==> src/rtl/teclado_cajero.sv <==
// Customer keypad front-end for the ATM controller: debounces raw key presses and
// turns them into PIN digit, transaction-type and binary amount strobes.
module teclado_cajero #(
  parameter int DEBOUNCE    = 2,
  parameter int MAX_DIGITOS = 9
) (
  input  logic        Clk,
  input  logic        Reset,
  input  logic        TARJETA_RECIBIDA,
  input  logic        TECLA_VALIDA,
  input  logic [3:0]  TECLA,
  input  logic        PIN_INCORRECTO,
  input  logic        Bloqueo,
  input  logic        BALANCE_ACTUALIZADO,
  input  logic        ENTREGAR_DINERO,
  input  logic        FONDOS_INSUFICIENTES,
  output logic [3:0]  DIGITO,
  output logic        DIGITO_STB,
  output logic        TIPO_TRANS,
  output logic        TIPO_STB,
  output logic [31:0] MONTO,
  output logic        MONTO_STB,
  output logic [2:0]  ESTADO
);

  typedef enum logic [2:0] {
    S_IDLE       = 3'd0,
    S_PIN        = 3'd1,
    S_ESPERA_PIN = 3'd2,
    S_MONTO      = 3'd3,
    S_ESPERA_RES = 3'd4,
    S_FIN        = 3'd5,
    S_BLOQ       = 3'd6
  } state_t;

  localparam logic [3:0] DEB = 4'(DEBOUNCE);
  localparam int CNT_W = ($clog2(MAX_DIGITOS + 1) > 3) ? $clog2(MAX_DIGITOS + 1) : 3;
  localparam logic [CNT_W-1:0] MAX_D = CNT_W'(MAX_DIGITOS);

  localparam logic [3:0] K_DEPOSITO = 4'hA;
  localparam logic [3:0] K_RETIRO   = 4'hB;
  localparam logic [3:0] K_ENTER    = 4'hC;
  localparam logic [3:0] K_BORRAR   = 4'hD;

  state_t state_q, state_d;

  logic [3:0]       tecla_prev_q;
  logic [3:0]       deb_cnt_q, deb_cnt_d;
  logic             lock_q, lock_d;
  logic             key_ev;
  logic             is_digit;

  logic [CNT_W-1:0] ndig_q, ndig_d;
  logic [31:0]      acc_q, acc_d;

  logic [3:0]       digito_q, digito_d;
  logic             digito_stb_q, digito_stb_d;
  logic             tipo_q, tipo_d;
  logic             tipo_stb_q, tipo_stb_d;
  logic [31:0]      monto_q, monto_d;
  logic             monto_stb_q, monto_stb_d;

  // Debounce: the count restarts at 1 whenever the code changes while held; the lock
  // keeps a long press (or a code change mid-press) from producing a second event.
  always_comb begin
    deb_cnt_d = 4'd0;
    lock_d    = 1'b0;
    key_ev    = 1'b0;
    if (TECLA_VALIDA) begin
      if (TECLA != tecla_prev_q) begin
        deb_cnt_d = 4'd1;
      end else if (deb_cnt_q < DEB) begin
        deb_cnt_d = deb_cnt_q + 4'd1;
      end else begin
        deb_cnt_d = deb_cnt_q;
      end
      key_ev = !lock_q && (deb_cnt_d == DEB);
      lock_d = lock_q || key_ev;
    end
  end

  assign is_digit = (TECLA <= 4'd9);

  always_comb begin
    state_d      = state_q;
    ndig_d       = ndig_q;
    acc_d        = acc_q;
    digito_d     = digito_q;
    digito_stb_d = 1'b0;
    tipo_d       = tipo_q;
    tipo_stb_d   = 1'b0;
    monto_d      = monto_q;
    monto_stb_d  = 1'b0;

    if (Bloqueo && state_q != S_IDLE) begin
      state_d = S_BLOQ;
    end else if (!TARJETA_RECIBIDA && state_q != S_BLOQ) begin
      // Card gone: abandon the session, keep the last amount visible.
      state_d = S_IDLE;
      ndig_d  = '0;
      acc_d   = 32'd0;
    end else begin
      unique case (state_q)
        S_IDLE: begin
          state_d = S_PIN;
          ndig_d  = '0;
        end
        S_PIN: begin
          if (key_ev && is_digit) begin
            digito_d     = TECLA;
            digito_stb_d = 1'b1;
            if (ndig_q == CNT_W'(3)) begin
              state_d = S_ESPERA_PIN;
              ndig_d  = '0;
            end else begin
              ndig_d = ndig_q + CNT_W'(1);
            end
          end
        end
        S_ESPERA_PIN: begin
          if (PIN_INCORRECTO) begin
            state_d = S_PIN;
            ndig_d  = '0;
          end else if (key_ev && (TECLA == K_DEPOSITO || TECLA == K_RETIRO)) begin
            tipo_d     = (TECLA == K_RETIRO);
            tipo_stb_d = 1'b1;
            state_d    = S_MONTO;
            acc_d      = 32'd0;
            ndig_d     = '0;
          end
        end
        S_MONTO: begin
          if (key_ev) begin
            if (is_digit) begin
              if (ndig_q < MAX_D) begin
                acc_d  = (acc_q << 3) + (acc_q << 1) + 32'(TECLA);
                ndig_d = ndig_q + CNT_W'(1);
              end
            end else if (TECLA == K_BORRAR) begin
              acc_d  = 32'd0;
              ndig_d = '0;
            end else if (TECLA == K_ENTER && ndig_q != '0) begin
              monto_d     = acc_q;
              monto_stb_d = 1'b1;
              state_d     = S_ESPERA_RES;
            end
          end
        end
        S_ESPERA_RES: begin
          if (BALANCE_ACTUALIZADO || ENTREGAR_DINERO || FONDOS_INSUFICIENTES) begin
            state_d = S_FIN;
          end
        end
        S_FIN:   state_d = S_FIN;
        S_BLOQ:  state_d = S_BLOQ;
        default: state_d = S_IDLE;
      endcase
    end
  end

  always_ff @(posedge Clk or negedge Reset) begin
    if (!Reset) begin
      state_q      <= S_IDLE;
      tecla_prev_q <= 4'd0;
      deb_cnt_q    <= 4'd0;
      lock_q       <= 1'b0;
      ndig_q       <= '0;
      acc_q        <= 32'd0;
      digito_q     <= 4'd0;
      digito_stb_q <= 1'b0;
      tipo_q       <= 1'b0;
      tipo_stb_q   <= 1'b0;
      monto_q      <= 32'd0;
      monto_stb_q  <= 1'b0;
    end else begin
      state_q      <= state_d;
      tecla_prev_q <= TECLA;
      deb_cnt_q    <= deb_cnt_d;
      lock_q       <= lock_d;
      ndig_q       <= ndig_d;
      acc_q        <= acc_d;
      digito_q     <= digito_d;
      digito_stb_q <= digito_stb_d;
      tipo_q       <= tipo_d;
      tipo_stb_q   <= tipo_stb_d;
      monto_q      <= monto_d;
      monto_stb_q  <= monto_stb_d;
    end
  end

  assign DIGITO     = digito_q;
  assign DIGITO_STB = digito_stb_q;
  assign TIPO_TRANS = tipo_q;
  assign TIPO_STB   = tipo_stb_q;
  assign MONTO      = monto_q;
  assign MONTO_STB  = monto_stb_q;
  assign ESTADO     = state_q;

endmodule
==> config.mk <==
export PLATFORM = sky130hd
export DESIGN_NAME = teclado_cajero
export DESIGN_NICKNAME = d
export VERILOG_FILES = /design/src/rtl/teclado_cajero.sv
export SDC_FILE = /design/constraint.sdc
export NUM_CORES = 1
export LEC_CHECK = 0
export ABC_AREA = 1
export BUFFER_PORTS_ARGS = -buffer_cell sky130_fd_sc_hd__buf_4
export CAP_MARGIN = 10
export CELL_PAD_IN_SITES_DETAIL_PLACEMENT = 1
export CELL_PAD_IN_SITES_GLOBAL_PLACEMENT = 1
export CORE_ASPECT_RATIO = 0.6
export CORE_UTILIZATION = 44
export CTS_CLUSTER_DIAMETER = 150
export DETAILED_ROUTE_END_ITERATION = 7
export HOLD_SLACK_MARGIN = 0.08
export PLACE_DENSITY = 0.9
export SLEW_MARGIN = 20
export SYNTH_ARGS = -nofsm -noshare
export SYNTH_HDL_FRONTEND = slang
export SYNTH_SLANG_ARGS = --single-unit
==> constraint.sdc <==
create_clock -name Clk -period 2.66 [get_ports Clk]
set_input_delay 0.266 -clock Clk [delete_from_list [all_inputs] [get_ports Clk]]
set_output_delay 0.266 -clock Clk [all_outputs]
set_load 0.03 [all_outputs]
### After elaboration in Yosys (flattened, before gate mapping)

Cells that the tools add are included.

| operators by class | value |
|---|---|
| multiplexer cells | 52 |
| reduce and logical (&&, ||, !) cells | 23 |
| bitwise gates (word level) | 5 |
| $lt $le $gt $ge | 3 |
| eq/ne operators | 29 |
| add/sub/neg operators | 4 |

Operator list:

| kind | number |
|---|---|
| 32-bit two-way mux | 7 |
| 32-bit case mux with 2 select lines | 1 |
| 4-bit two-way mux | 13 |
| 4-bit inequality test, second input constant | 10 |
| 3-bit two-way mux | 11 |
| 32-bit adder | 1 |
| 32-bit by 4-bit adder with 32-bit output | 1 |
| 3-bit case mux with 7 select lines | 1 |
| 7-bit AND reduction | 3 |
| 1-bit two-way mux | 18 |
| 4-bit equality test, second input constant | 4 |
| 4-bit case mux with 4 select lines | 1 |
| 3-bit inequality test, second input constant | 5 |
| 3-bit equality test, second input constant | 3 |
| 4-bit by 1-bit adder with 4-bit output, second input constant | 2 |
| 4-bit by 2-bit equality test with 1-bit output, second input constant | 2 |
| 8-bit AND reduction | 1 |
| 3-bit by 2-bit equality test with 1-bit output, second input constant | 2 |
| 1-bit logical AND | 6 |
| 3-bit nonzero test | 2 |
| 5-bit inequality test, second input constant | 1 |
| 1-bit NOT | 5 |
| 5-bit AND reduction | 1 |
| 5-bit nonzero test | 1 |
| other kinds (10) | 14 |

| word-level totals | value |
|---|---|
| word-level logic and storage cells | 128 |
| flip-flop bits (word level) | 88 |
| output and inout port bits | 43 |

### Logic depth before layout (Yosys ltp)

Gate-level depths: netlist of run 1.

| depth | value |
|---|---|
| depth after elaboration | 13 |
| gate-level depth with buffers | 17 |
| depth with buffers taken out | 17 |

### Worst setup path before layout of run 1

OpenSTA, ideal clock, no wires.

| timing | value |
|---|---|
| kind | flip-flop to flip-flop |
| start | register acc_q[0] |
| end | register acc_q[26] |
| data required time | 2.595 ns |
| cell stages (with the launch flop) | 16 |
| clock period less this slack | 2.363 ns |
| setup slack | 0.297 ns |
| buffers on the path | 0 |
| data arrival time | 2.298 ns |
| path through | dfrtp_1 inv_1 fa_1 inv_1 fa_1 nand3_1 nand3_1 nand2_1 o211ai_1 nand2_1 nand3_1 nand2_1 nand2_1 nor2_1 nand3_1 nand2_1 |

| between the ends | value |
|---|---|
| cells in the longest elaborated chain, start to end | 7 |

RTL lines:

| element | line | text |
|---|---|---|
| start: declaration | 54 | `logic [31:0] acc_q, acc_d;` |
| start signal: assignment | 168 | `acc_q <= 32'd0;` |
| start signal: assignment | 181 | `acc_q <= acc_d;` |
| 32-bit adder | 136 | `acc_d = (acc_q << 3) + (acc_q << 1) + 32'(TECLA);` |
| 32-bit by 4-bit adder with 32-bit output | 136 |  |
| 32-bit two-way mux | 135 | `if (ndig_q < MAX_D) begin` |
| 32-bit two-way mux | 134 | `if (is_digit) begin` |
| 32-bit two-way mux | 133 | `if (key_ev) begin` |
| 32-bit case mux with 2 select lines | 103 | `unique case (state_q)` |
| 32-bit two-way mux | 97 | `end else if (!TARJETA_RECIBIDA && state_q != S_BLOQ) begin` |

No other way between the ends. The select of a mux whose other input is x is not followed.
A chain may end at the register's enable or synchronous reset.

### Worst setup path after layout of run 1

| timing | value |
|---|---|
| start | register acc_q[4] |
| end | register acc_q[11] |

Same word-level chain as after synthesis.

==> results of run 1 <==
path summary, 6_finish.rpt:
path,to,slack (ps),cells after the start
setup / recovery,acc_q[11],10,12
hold / removal,tecla_prev_q[2],110,1
setup reg to reg,acc_q[11],10,12
hold reg to reg,MONTO[6],490,2
max in group asynchronous,acc_q[3],1510,3
min in group asynchronous,acc_q[11],450,2
cells in the mapped netlist:
master / n / area [um^2]
o21ai_0: 24 / 120
nand3_2: 1 / 10.0
buf_6: 3 / 33.8
buf_2: 7 / 35.0
inv_2: 6 / 22.5
dfrtp_1: 88 / 2200
nand3b_1: 4 / 30.0
nand3_1: 72 / 360
nor2_4: 2 / 22.5
a21o_1: 2 / 15.0
xor2_1: 1 / 8.76
clkbuf_1: 5 / 18.8
inv_1: 90 / 338
nor2_2: 4 / 25.0
nor4_1: 3 / 18.8
nand2_1: 383 / 1440
o21bai_1: 3 / 22.5
nand2_2: 3 / 18.8
a21oi_1: 36 / 180
xnor2_1: 14 / 123
fa_1: 2 / 40.0
nand4_1: 16 / 100
nor3_1: 7 / 35.0
a21oi_2: 1 / 8.76
nor3b_1: 1 / 7.51
o21a_1: 2 / 15.0
a31oi_1: 1 / 6.26
buf_4: 3 / 22.5
ha_1: 62 / 776
nor2_1: 84 / 315
o211ai_1: 2 / 15.0
flip-flops by register name, summed over array words and instances (netlist names):
signal / flops
DIGITO: 4
ndig_q: 4
MONTO_STB: 1
DIGITO_STB: 1
ESTADO: 3
deb_cnt_q: 4
MONTO: 32
TIPO_TRANS: 1
acc_q: 32
TIPO_STB: 1
tecla_prev_q: 4
lock_q: 1
timing repair:
action / in CTS / in global routing
gates resized for setup: 6 / 54
hold endpoints to repair: 43 / 0
hold buffers: 3 / 0
gates cloned: 0 / 0
pin swaps: 0 / 9
setup buffers: 0 / 6
setup endpoints to repair: 7 / 17
area by class of cell:
type	instances	share of cell area
inverters	96	0.0465
clock buffers	9	0.0290
clock inverters	7	0.00807
repair buffers	91	0.0944
flip-flops and latches	88	0.284
multi-input cells	730	0.507
well taps	192	0.0310
per-stage QoR:
step | setup slack (ps) | setup TNS [ps] | hold WS [ps] | cells
after floorplan | 297 | 0 | -29.6 | 932
after global placement | 107 | 0 | 316 | 1188
after detailed placement | -51.4 | -81.0 | 312 | 1188
after CTS | 39.8 | 0 | 91.9 | 1207
after global routing | -93.5 | -633 | 90.5 | 1213
final | 11.5 | 0 | 108 | 1213
kinds of logic after synthesis:
kind of cell / count (synthesis) / share of synthesized area
adders and majority gates: 64 / 0.128
and+or+nand+nor: 580 / 0.373
buffers and inverters: 114 / 0.0737
AOI/OAI and AO/OA: 71 / 0.0600
DFF: 88 / 0.345
xor gates and xnor gates: 15 / 0.0206
power groups by stage:
stage               Clock, W  Combinational [W]  Sequential (W)
floorplan                  0           0.000558         0.00148
global route         0.00136            0.00106         0.00145
detailed placement         0           0.000908         0.00147
CTS                  0.00130           0.000927         0.00144
finish               0.00130           0.000976         0.00144
global placement           0           0.000879         0.00146
routing by layer:
layer / part of all wire / vias to the layer above / track usage
li1: - / 3142 / -
met1: 0.46 / 3266 / 0.431
met2: 0.45 / 255 / 0.513
met3: 0.063 / 62 / 0.0686
met4: 0.028 / 0 / 0.120
met5: 0 / - / 0
worst reg2reg max path, delay by kind of cell (launching register included):
family	cells	cell delay, ps
flip-flops	1	440
adder cells (fa/ha/maj)	2	710
AND/OR/NAND/NOR	7	950
XOR/XNOR	1	110
buffers and inverters	2	340
==> metrics.md, run 1 <==
| Metric | Value |
|---|---|
| Status | `finished clean` |
| Worst Setup SP | `acc_q[4]` |
| Sw frac | `0.376` |
| Die area | `between 15,000 and 20,000 um^2` |
| Mapped cell area | `between 6000 and 7000 um^2` |
| HP Class | `in2reg` |
| Footprint of the multi-input gates | `3930 um^2` |
| RSZ-0062 raised after global routing | `true` |
| Routability congestion estimate from global placement | `0.933` |
| Vias in the first global route | `6,946` |
| Critical Path Sink Type | `register` |
| Clk Latency, worst-skew pair | `350 ps` |
| Total gr overflow | `0` |
| Core Util, Final | `0.557` |
| Buf/Inv on CP | `2` |
| Synthesized flop and latch total | `88` |
| Vias per cell | `between 5 and 6` |
| Setup Viol. Count Final | `0` |
| Chip Width | `158 um` |
| Worst hold start | `TECLA[2]` |
| P_int | `0.00232 W` |
| Comb pwr share | `0.263` |
| Reg area | `2200 um^2` |
| Fill count | `1,801` |
| Initial antenna violation count | `0` |
| Sequential power share | `0.388` |
| Hold Fails Final Rpt | `0` |
| First-pass GRT wire length | `36,300 um` |
| Worst slew margin | `0.503` |
| Die Y | `95.3 um` |
| 1st-iter DRT viols | `543` |
| Post-synthesis sequential area ratio | `0.345` |
| CP arrival | `~2900 ps` |
| Gr usage total | `0.322` |
| Fmax | `between 300 and 400 MHz` |
| Vias | `6,725` |
| # IOs | `56` |
| Drt total wl | `24,100 um` |
| I/O Buffers | `55` |
| Crit path max fanout | `4` |
| YS warnings | `0` |
| Hpwl dp | `around 17,000 um` |
| Worst Path Required | `2900 ps` |
| Power per cell area | `479 nW/um^2` |
| Slowest CP cell | `dfrtp_1` |
| Final Cell Area | `7750 um^2` |
| Core area | `13,900 um^2` |
| Remaining antenna violation count | `0` |
| Psw | `approximately 0.0014 W` |
| Cells after Synth | `932` |
| CP cell instances | `ha_1 > ha_1 > nand2_1 > buf_4 > nor2_1 > nand3_1 > nand3b_1 > buf_4 > xnor2_1 > nor2_1 > nand3_1 > nand2_1` |
| Clock power share | `0.349` |
| Root Buffer Master | `clkbuf_16` |
| Max VDD drop | `256 uV` |
| Least-Margin Pin Slew | `between 700 and 800 ps` |
| TritonCTS buffer count | `9` |
| Final routed DRC violation total | `0` |
| CTS tree | `built` |
| Leakage Power | `around 4.4 nW` |
| ANT cells | `0` |
| Commonest non-fill, non-tap cells in the layout | `372 x nand2_1, 89 x inv_1, 87 x dfrtp_1` |
| Longest Clk Path Bufs | `2` |
| Total power | `0.00372 W` |
| Max stage delay on crit path | `roughly 440 ps` |
| Clk slew on worst S/H paths | `70 ps` |
| Post-layout minimum cycle time | `2650 ps` |
| Largest net degree at the start of global routing | `48` |
| Syn Nets | `1,009` |
| Initial Utilization | `0.459` |
| Critical path type | `reg2reg` |
| Drt pass-1 iters | `5` |
| CP top delay family | `simple AND/OR/NAND/NOR gates` |
| Worst Skew | `11.7 ps` |
| Slew Limit Fails | `0` |
| Avg WL per Cell | `between 15 and 20 um` |
| Nets | `1,093` |
| H-tree depth | `3` |
| Area after DPL | `7170 um^2` |
| CP Launch Type | `register` |
| Max-cap violation count | `0` |
| Post-synthesis cell type count | `31` |
| Commonest non-fill, non-tap cell in the layout | `nand2_1` |
| Share of cells above drive strength 1 | `0.167` |
| Final Cycle Share | `0.996` |
| Area Overhead vs Synth | `21.5%` |
| Synth Area per Inst | `6.85 um^2` |
| Row Count | `33` |
| Sink Count | `88` |
| Worst reg2reg startpoint | `acc_q[4]` |
Power figures use the tool's default switching activity.
==> run 2: changes to the inputs <==
--- a/config.mk
+++ b/config.mk
@@ -5,17 +5,17 @@
 export SDC_FILE = /design/constraint.sdc
 export NUM_CORES = 1
 export LEC_CHECK = 0
-export ABC_AREA = 1
+export ABC_AREA = 0
 export BUFFER_PORTS_ARGS = -buffer_cell sky130_fd_sc_hd__buf_4
 export CAP_MARGIN = 10
 export CELL_PAD_IN_SITES_DETAIL_PLACEMENT = 1
 export CELL_PAD_IN_SITES_GLOBAL_PLACEMENT = 1
-export CORE_ASPECT_RATIO = 0.6
-export CORE_UTILIZATION = 44
+export CORE_ASPECT_RATIO = 0.75
+export CORE_UTILIZATION = 51
 export CTS_CLUSTER_DIAMETER = 150
 export DETAILED_ROUTE_END_ITERATION = 7
 export HOLD_SLACK_MARGIN = 0.08
-export PLACE_DENSITY = 0.9
+export PLACE_DENSITY = 0.95
 export SLEW_MARGIN = 20
 export SYNTH_ARGS = -nofsm -noshare
 export SYNTH_HDL_FRONTEND = slang
==> constraint.sdc (replaced) <==
create_clock -name Clk -period 3.33 [get_ports Clk]
set_input_delay 0.333 -clock Clk [delete_from_list [all_inputs] [get_ports Clk]]
set_output_delay 0.333 -clock Clk [all_outputs]
set_load 0.03 [all_outputs]
==> run 2 against run 1 <==
- fmax fell by 19%
- largest cell class unchanged
- synthesized cell count is 33% lower
- global-route usage is 0.67 points higher
- final cell count is 30% lower
==> metrics.md, run 2 <==
| Metric | Value |
|---|---|
| Status | `finished clean (unchanged)` |
| Cells after Synth | `629 (was 932)` |
| Post-synth EDFFs | `0 (unchanged)` |
| R2R Setup Slk | `80 ps (was 10 ps)` |
| WHS Path Cells | `1 (unchanged)` |
| R2r worst-path depth | `11 (was 12)` |
| TritonCTS buffer count | `9 (unchanged)` |
| Setup TNS Final | `0 ps (unchanged)` |
| Drt pass-1 iters | `5 (unchanged)` |
| Die Y | `96.2 um (was 95.3 um)` |
| Initial antenna violation count | `0 (unchanged)` |
| Fin cells | `850 (was 1,213)` |
| Hold Fails Final Rpt | `0 (unchanged)` |
| Least-Margin Pin Slew | `779 ps (was 744 ps)` |
| Critical R2R Capture | `acc_q[20] (was acc_q[11])` |
| Drt total wl | `19,200 um (was 24,100 um)` |
| Post-synth top cells | `88 x dfrtp_1, 74 x nand2_1, 62 x ha_1, 42 x o21ai_0, 38 x nor2_1 (was 383 x nand2_1, 90 x inv_1, 88 x dfrtp_1, 84 x nor2_1, 72 x nand3_1)` |
| HP Class | `in2reg (unchanged)` |
| Slew Limit Fails | `0 (unchanged)` |
| Synth Area per Inst | `9.59 um^2 (was 6.85 um^2)` |
| Stages on worst setup path | `11 (was 12)` |
| Clk slew on worst S/H paths | `70 ps (about the same)` |
| ANT cells | `0 (unchanged)` |
| Hpwl dp | `13,700 um (was 17,100 um)` |
| Area after DPL | `6660 um^2 (was 7170 um^2)` |
| Ys async rst share | `1.00 (unchanged)` |
| Die area | `12,300 um^2 (was 15,000 um^2)` |
| Synth area leaders | `dfrtp_1 37%, ha_1 13%, mux2_2 6.7% (was dfrtp_1 34%, nand2_1 23%, ha_1 12%)` |
| Worst Path Required | `3590 ps (was 2900 ps)` |
| Max-cap violation count | `0 (unchanged)` |
| Remaining antenna violation count | `0 (unchanged)` |
| CP arrival | `3510 ps (was 2890 ps)` |
| Crit path max fanout | `3 (was 4)` |
| CP cell instances | `inv_1 > fa_1 > inv_1 > fa_1 > a21oi_2 > nand4b_1 > a211oi_1 > or3_4 > buf_4 > a2111o_1 > o211ai_1 (was ha_1 > ha_1 > nand2_1 > buf_4 > nor2_1 > nand3_1 > nand3b_1 > buf_4 > xnor2_1 > nor2_1 > nand3_1 > nand2_1)` |
| Worst slew margin | `0.478 (was 0.503)` |
| Setup Viol. Count Final | `0 (unchanged)` |
| Buf/Inv on CP | `3 (was 2)` |
| Initial Utilization | `0.537 (was 0.459)` |
| CTS tree | `built (unchanged)` |
| Worst reg2reg startpoint | `acc_q[0] (was acc_q[4])` |
| Synthesized flop and latch total | `88 (unchanged)` |
| H-tree depth | `3 (unchanged)` |
| Fill count | `1,275 (was 1,801)` |
| Root Buffer Master | `clkbuf_16 (unchanged)` |
| Final routed DRC violation total | `0 (unchanged)` |
| Area Overhead vs Synth | `16.6% (was 21.5%)` |
| Leakage Power | `3.38 nW (was 4.37 nW)` |
| Final Cycle Share | `0.976 (was 0.996)` |
| Synth top area share | `0.365 (was 0.345)` |
| Max stage delay on crit path | `520 ps (was 440 ps)` |
| Synth Flop Type | `dfrtp_1 (unchanged)` |
| Vias per cell | `6.46 (was 5.54)` |
| Placed Cells | `831 (was 1,188)` |
| Clk Latency, worst-skew pair | `350 ps (about the same)` |
| Worst hold start | `TECLA[2] (unchanged)` |
| Critical Path Sink Type | `register (unchanged)` |
| Top-count cell post-synth | `dfrtp_1 (was nand2_1)` |
| Commonest non-fill, non-tap cell in the layout | `dfrtp_1 (was nand2_1)` |
| YS warnings | `0 (unchanged)` |
| Critical path type | `reg2reg (unchanged)` |
| Post-synthesis cell type count | `72 (was 31)` |
| Worst Skew | `6.09 ps (was 11.7 ps)` |
| Sink Count | `88 (unchanged)` |
| Chip Width | `128 um (was 158 um)` |
| Final Cell Area | `7030 um^2 (was 7750 um^2)` |
| Syn Nets | `706 (was 1,009)` |
| Fmax | `308 MHz (was 378 MHz)` |
| Post-synthesis sequential area ratio | `0.365 (was 0.345)` |
| Avg WL per Cell | `22.5 um (was 19.8 um)` |
| Mapped cell area | `6030 um^2 (was 6380 um^2)` |
| Longest Clk Path Bufs | `2 (unchanged)` |
| Power per cell area | `386 nW/um^2 (was 479 nW/um^2)` |
| Post-layout minimum cycle time | `3250 ps (was 2650 ps)` |
| Vias | `5,492 (was 6,725)` |
| Routability congestion estimate from global placement | `0.927 (was 0.933)` |
| CP top delay family | `adder cells (was simple AND/OR/NAND/NOR gates)` |
| Max VDD drop | `265 uV (was 256 uV)` |
| Share of cells above drive strength 1 | `0.201 (was 0.167)` |
| First-pass GRT wire length | `30,700 um (was 36,300 um)` |
| Leading area contributor after synthesis | `dfrtp_1 (unchanged)` |
| CP Launch Type | `register (unchanged)` |
| Commonest non-fill, non-tap cells in the layout | `88 x dfrtp_1, 74 x nand2_1, 71 x buf_4 (was 372 x nand2_1, 89 x inv_1, 87 x dfrtp_1)` |
| Core area | `11,200 um^2 (was 13,900 um^2)` |
| Gr usage total | `0.329 (was 0.322)` |
| I/O Buffers | `55 (unchanged)` |
| Hold path endpoint | `tecla_prev_q[2] (unchanged)` |
| # IOs | `56 (unchanged)` |
| Slowest CP cell | `fa_1 (was dfrtp_1)` |
| 1st-iter DRT viols | `331 (was 543)` |
| Vias in the first global route | `5,762 (was 6,946)` |
| Largest net degree at the start of global routing | `38 (was 48)` |
| Total gr overflow | `0 (unchanged)` |
| Nets | `766 (was 1,093)` |
| Row Count | `33 (unchanged)` |
## run 2: metrics by stage
step           power [W]  setup slack [ps]  utilization  hold WS (ps)
2_1_floorplan    0.00145               241            -          37.4
3_3_place_gp     0.00158               175        0.593           264
3_5_place_dp     0.00161              21.3        0.593           278
4_1_cts          0.00271              45.7        0.622           151
5_1_grt          0.00281             -24.0        0.626           156
6_report         0.00272              78.9        0.626           156
## run 2: per-layer routing
| layer | vias to the layer above | share of wire | track usage |
|---|---|---|---|
| met5 | - | 0 | 0 |
| met4 | 0 | 0.023 | 0.121 |
| met3 | 40 | 0.057 | 0.0600 |
| met2 | 181 | 0.47 | 0.551 |
| met1 | 2779 | 0.45 | 0.427 |
| li1 | 2492 | - | - |
## run 2: final cells by class
class	count	area, um^2	share of cell area
clock inverter	5	82.6	0.0118
multi-input combinational	501	3690	0.526
sequential	88	2200	0.313
clock buffer	10	229	0.0326
timing repair buffer	73	563	0.0801
tap	157	196	0.0280
inverter	16	60.1	0.00855
## run 2: what timing repair did
| action | CTS | global route |
|---|---|---|
| setup buffers | 0 | 3 |
| hold endpoints to repair | 25 | 0 |
| endpoints found under the setup margin | 3 | 7 |
| gates resized for setup | 3 | 4 |
| hold buffers | 1 | 0 |
| pin swaps | 0 | 1 |
## run 2: worst max-delay path by stage
stage	slack, ps	startpoint	endpoint
finish	80	acc_q[0]	acc_q[20]
global placement	180	TECLA[3]	acc_q[28]
detailed placement	20	TECLA[3]	acc_q[28]
CTS	50	acc_q[0]	acc_q[20]
global route	-20	acc_q[0]	acc_q[20]
floorplan	240	TECLA[3]	acc_q[28]
## run 2: logic make-up (layout without fill, tap and decap cells)
| family | after synthesis | count (layout) | share of synthesized area |
|---|---|---|---|
| XOR/XNOR | 19 | 19 | 0.0276 |
| adder cells (fa/ha/maj) | 64 | 64 | 0.135 |
| AND/OR/NAND/NOR | 198 | 198 | 0.166 |
| flip-flops | 88 | 88 | 0.365 |
| multiplexers | 39 | 39 | 0.0724 |
| AO/OA/AOI/OAI | 181 | 181 | 0.206 |
| buffers and inverters | 40 | 104 | 0.0274 |
## run 2: power breakdown
part / internal [W] / switching (W)
Combinational: 0.000159 / 0.000287
Clock: 0.000656 / 0.000445
Sequential: 0.00109 / 0.0000791
Total: 0.00190 / 0.000811
